$ cat config.mk
export PLATFORM = sky130hd
export DESIGN_NAME = data_mem_arbiter
export DESIGN_NICKNAME = d
export VERILOG_FILES = /design/src/rtl/data_mem_pkg.sv /design/src/rtl/rr_pick2.sv /design/src/rtl/data_mem_arbiter.sv
export SDC_FILE = /design/constraint.sdc
export NUM_CORES = 1
export LEC_CHECK = 0
export CORE_MARGIN = 3
export CORE_UTILIZATION = 35
export CTS_BUF_LIST = sky130_fd_sc_hd__clkbuf_4 sky130_fd_sc_hd__clkbuf_8
export DETAILED_ROUTE_END_ITERATION = 8
export MAX_ROUTING_LAYER = met4
export PLACE_DENSITY = 0.9
export SLEW_MARGIN = 10
export SYNTH_ARGS = -nofsm -noshare
export SYNTH_HDL_FRONTEND = slang
export SYNTH_SLANG_ARGS = --single-unit
$ cat constraint.sdc
create_clock -name clk -period 3 [get_ports clk]
set_input_delay 0.75 -clock clk [delete_from_list [all_inputs] [get_ports clk]]
set_output_delay 0.75 -clock clk [all_outputs]
set_load 0.02 [all_outputs]
$ cat src/rtl/data_mem_pkg.sv
// Shared definitions for the data-memory arbiter: access size codes, arbiter
// state encoding and a helper that identifies sizes the memory can store.
package data_mem_pkg;

    localparam logic [2:0] SZ_B  = 3'b000;
    localparam logic [2:0] SZ_H  = 3'b001;
    localparam logic [2:0] SZ_W  = 3'b010;
    localparam logic [2:0] SZ_BU = 3'b100;
    localparam logic [2:0] SZ_HU = 3'b101;

    typedef enum logic [1:0] {
        IDLE = 2'd0,
        GNT0 = 2'd1,
        GNT1 = 2'd2
    } arb_state_e;

    // Unsigned sizes only make sense for loads; anything else writes nothing.
    function automatic logic is_store_size(input logic [2:0] size);
        return (size == SZ_B) || (size == SZ_H) || (size == SZ_W);
    endfunction

endpackage

$ cat src/rtl/rr_pick2.sv
// Two-requester round-robin chooser: a lone requester wins outright, a tie
// goes to the requester that did not win most recently.
module rr_pick2 (
    input  logic [1:0] req_i,
    input  logic       last_grant_i,
    output logic       valid_o,
    output logic       pick_o
);

    always_comb begin
        valid_o = |req_i;
        pick_o  = 1'b0;
        case (req_i)
            2'b01:   pick_o = 1'b0;
            2'b10:   pick_o = 1'b1;
            2'b11:   pick_o = ~last_grant_i;
            default: pick_o = 1'b0;
        endcase
    end

endmodule

$ cat src/rtl/data_mem_arbiter.sv
// Round-robin arbiter sharing the single-port data memory between the core
// load/store unit (port 0) and the DMA/debug loader (port 1).
module data_mem_arbiter
    import data_mem_pkg::*;
#(
    parameter int DATA_WIDTH = 32,
    parameter int ADDR_WIDTH = 17
) (
    input  logic                  clk,
    input  logic                  rst,

    input  logic                  m0_req,
    input  logic                  m0_we,
    input  logic [2:0]            m0_size,
    input  logic [ADDR_WIDTH-1:0] m0_addr,
    input  logic [DATA_WIDTH-1:0] m0_wdata,
    output logic                  m0_gnt,
    output logic                  m0_rvalid,
    output logic [DATA_WIDTH-1:0] m0_rdata,

    input  logic                  m1_req,
    input  logic                  m1_we,
    input  logic [2:0]            m1_size,
    input  logic [ADDR_WIDTH-1:0] m1_addr,
    input  logic [DATA_WIDTH-1:0] m1_wdata,
    output logic                  m1_gnt,
    output logic                  m1_rvalid,
    output logic [DATA_WIDTH-1:0] m1_rdata,

    output logic [2:0]            mem_size,
    output logic [ADDR_WIDTH-1:0] mem_addr,
    output logic [DATA_WIDTH-1:0] mem_wdata,
    output logic                  mem_we,
    input  logic [DATA_WIDTH-1:0] mem_rdata
);

    arb_state_e            state_q, state_d;
    logic                  last_grant_q, last_grant_d;
    logic                  pick_valid, pick_port;
    logic                  gnt0, gnt1;
    logic                  m0_rvalid_q, m1_rvalid_q;
    logic [DATA_WIDTH-1:0] m0_rdata_q, m1_rdata_q;

    assign gnt0 = (state_q == GNT0);
    assign gnt1 = (state_q == GNT1);

    // The port served this cycle already counts as the latest winner when the
    // next grant is chosen, so a tie at the end of GNTn goes to the other port.
    always_comb begin
        last_grant_d = last_grant_q;
        if (gnt0) begin
            last_grant_d = 1'b0;
        end else if (gnt1) begin
            last_grant_d = 1'b1;
        end
    end

    rr_pick2 u_pick (
        .req_i        ({m1_req, m0_req}),
        .last_grant_i (last_grant_d),
        .valid_o      (pick_valid),
        .pick_o       (pick_port)
    );

    always_comb begin
        state_d = IDLE;
        if (pick_valid) begin
            state_d = pick_port ? GNT1 : GNT0;
        end
    end

    always_comb begin
        // NOTE: every output gets a default first, so no path through the case
        // leaves one unassigned and no latch is inferred.
        mem_we    = 1'b0;
        mem_size  = SZ_W;
        mem_addr  = '0;
        mem_wdata = '0;
        case (state_q)
            GNT0: begin
                mem_we    = m0_we && is_store_size(m0_size);
                mem_size  = m0_size;
                mem_addr  = m0_addr;
                mem_wdata = m0_wdata;
            end
            GNT1: begin
                mem_we    = m1_we && is_store_size(m1_size);
                mem_size  = m1_size;
                mem_addr  = m1_addr;
                mem_wdata = m1_wdata;
            end
            default: ;
        endcase
    end

    always_ff @(posedge clk or posedge rst) begin
        if (rst) begin
            state_q      <= IDLE;
            last_grant_q <= 1'b1;
            m0_rvalid_q  <= 1'b0;
            m1_rvalid_q  <= 1'b0;
            m0_rdata_q   <= '0;
            m1_rdata_q   <= '0;
        end else begin
            // NOTE: non-blocking assignments so every register here samples
            // the values from before this edge, independent of statement order.
            state_q      <= state_d;
            last_grant_q <= last_grant_d;
            m0_rvalid_q  <= gnt0 && !m0_we;
            m1_rvalid_q  <= gnt1 && !m1_we;
            if (gnt0 && !m0_we) begin
                m0_rdata_q <= mem_rdata;
            end
            if (gnt1 && !m1_we) begin
                m1_rdata_q <= mem_rdata;
            end
        end
    end

    assign m0_gnt    = gnt0;
    assign m1_gnt    = gnt1;
    assign m0_rvalid = m0_rvalid_q;
    assign m1_rvalid = m1_rvalid_q;
    assign m0_rdata  = m0_rdata_q;
    assign m1_rdata  = m1_rdata_q;

endmodule

==> results.cfg <==
[synthesis]
synth_most_common_cell = dfrtp_1
synthTopCellsByCount = dfrtp_1, nor2_1, a22oi_1
synth.ff_latch_count = 69
ys_seq_area_frac = 0.5035
synthTopCellsByArea = dfrtp_1, mux2_4, a22oi_1
synth_top_family_by_area = multiplexers
yosys.area_share.simple = 0.07109
synth-edff-count = 0
ys_warn_count = 0
yosysUniqueCellTypes = 21
ys_async_sr_fraction = 1.000
synth_ff_type = dfrtp_1
synth_mux_area_frac = 0.2417
syn-num-nets = 424
yosys.area_share.adder = 0.007291
synthesis.area_per_instance_um2 = 12.26
synth_xor_area_frac = 0
synth_area_um2 = 3432
synth_cells = 280
yosys.area.top_type = dfrtp_1
synth_top_area_share = 0.4958
synth_compound_area_frac = 0.1218

[power_and_ir_drop]
total_power_mw = 4.477
ir_drop_uv = 379.7
power_density_nw_per_um2 = 696.1
p_leak_nw = 2.739

[clocking]
htreeDepth = 3
cts_sinks = 69
clk_latency_ns = 0.33
clkTransAtPathRegs_ns = 0.09
ctsHoldBuffers = 0
cts_tree = yes
cts_root_buffer = clkbuf_8
clockBufferDepth = 2
numCtsBuffers = 9

[min_path]
whs_path_depth = 1
min_path_type = reg -> reg
min_to = m0_rdata[0]
min-delay-start = m0_rdata[0]

[placement]
dpl_cell_area_um2 = 6145
globalplace.congestion = 1.002
place.port_buffers = 262
dp_hpwl_um = 10040

[cells_and_area]
layout.nets = 678
final_design_area_no_fill_um2 = 6431
syn2layout_area_growth_pct = 87.39
drive_above_1_share = 0.1688
diodes = 0

[floorplanning]
dieWidth_um = 105.0
io_pins = 263
die_y_um = 105.0
start_util = 0.3662
core-area_um2 = 9371
die_area_um2 = 11030
rows = 35

[detailed_routing]
drt_iter0_markers = 226
via_per_inst = 4.922
vias = 3288
wirelength_um = 13230
first_pass_iters = 4
avgRoutedWirePerCell_um = 19.81
drc = 0
postRouteAntennaNets = 0

[critical_path]
r2r_slack_ns = 0.92
endpoint_kind = primary output
cp_max_fo = 56
critical_path_class = reg -> out
startpoint_type = register
regToRegStartpoint = state_q[0]
required_ns = 2.25
critPathArrivalTime_ns = 2.14
rr_endpoint = m1_rdata[26]
r2r.worst_path.cells = 6

[grt]
track_usage = 0.2340
antenna_found_initial = 0
grt-ovfl-total = 0
grt_pass1_vias = 3478
grt_max_degree = 57
grt_pass1_wl_um = 19670

[job]
maxCapViolCount = 0

[timing]
fin_crit_sh = 0.9624
skew_ns = 0.01325
max_freq_ghz = 0.3464
tightest_slew_ns = 0.5490
fin_hold_ws_ns = 0.5062
fin_crit_ns = 2.887
slew_headroom = 0.6335
hold_viol = 0
tns_ns = 0
rsz0062_at_grt = false
setup_viol = 0
slew_viol_final = 0

[outcome]
outcome = finished clean
==> metrics by stage <==
stage               std cells  setup slack, ns    util
global route              668         0.002264  0.6862
detailed placement        651           0.1076  0.6557
floorplan                 280           0.5118       -
global placement          651           0.1116  0.6557
CTS                       667          0.04332  0.6812
finish                    668           0.1129  0.6862
==> area by class of cell <==
class	instances	area (µm²)
sequential	69	1728
fill	697	2940
tap	129	161.4
timing repair buffer	269	2763
clock buffer	9	123.9
multi-input combinational	180	1531
inverter	5	18.77
clock inverter	7	105.1
==> kinds of logic (layout without fill, tap and decap cells) <==
| group | after synthesis | in the layout |
|---|---|---|
| buffers and inverters | 31 | 290 |
| flip-flops | 69 | 69 |
| AO/OA/AOI/OAI | 56 | 56 |
| adder cells (fa/ha/maj) | 2 | 2 |
| multiplexers | 64 | 64 |
| AND/OR/NAND/NOR | 58 | 58 |
==> metal layers <==
layer	vias up	GRT usage	part of all wire	wire length (µm)
li1	1505	-	-	-
met1	1605	0.2849	0.40	5328
met2	166	0.3896	0.51	6699
met3	12	0.05991	0.078	1034
met4	0	0.05904	0.013	171
met5	-	-	0	0
==> timing repair <==
item,in CTS,in global routing
pin swaps,0,1
gates cloned,0,0
setup endpoints to repair,53,10
gates resized for setup,1,8
buffers inserted,0,1
==> where the power goes <==
part           switching, mW  internal [mW]  leakage [nW]  total, mW
combinational           1.01           1.19          1.81       2.21
sequential             0.163           1.23         0.817       1.39
clock                  0.395          0.482         0.112      0.876
total                   1.57           2.90          2.74       4.48
==> worst max-delay path by stage <==
stage | cells past startpoint | end | from
3_3_place_gp | 4 | mem_size[1] | state_q[0]
5_1_grt | 6 | mem_wdata[10] | state_q[1]
6_report | 6 | mem_wdata[21] | state_q[1]
3_5_place_dp | 3 | mem_size[1] | state_q[1]
2_1_floorplan | 1 | m0_rdata[0] | rst
4_1_cts | 6 | mem_wdata[14] | state_q[1]
==> layout by cell type (no fill, tap or decap) <==
master	n
ha_2	1
a21o_1	1
mux2_1	2
clkinv_4	1
dlymetal6s2s_1	8
mux2_2	33
nor2b_4	1
a221o_1	1
mux2_4	29
bufinv_16	2
buf_16	1
inv_6	2
inv_8	1
a21oi_1	2
clkinvlp_4	1
inv_1	4
buf_4	3
nor2_1	53
a22oi_1	51
clkdlybuf4s50_1	253
nand2b_1	1
dfrtp_1	68
o21a_1	1
nor4bb_1	1
nand4bb_1	1
buf_12	4
inv_2	1
clkbuf_8	9
nand2_1	1
ha_4	1
dfstp_2	1
==> worst max-delay path: stages, from the launching register on <==
cell,delay [ns]
dfrtp_1,0.41
inv_1,0.07
ha_2,0.19
buf_12,0.24
a22oi_1,0.13
nor2_1,0.13
clkdlybuf4s50_1,0.62
==> flip-flops by register name, indices dropped and copies added (netlist names) <==
| signal | flops |
|---|---|
| state_q | 2 |
| m1_rdata | 32 |
| m0_rdata | 32 |
| m1_rvalid | 1 |
| m0_rvalid | 1 |
| last_grant_q | 1 |
(Power assumes the default switching activity.)
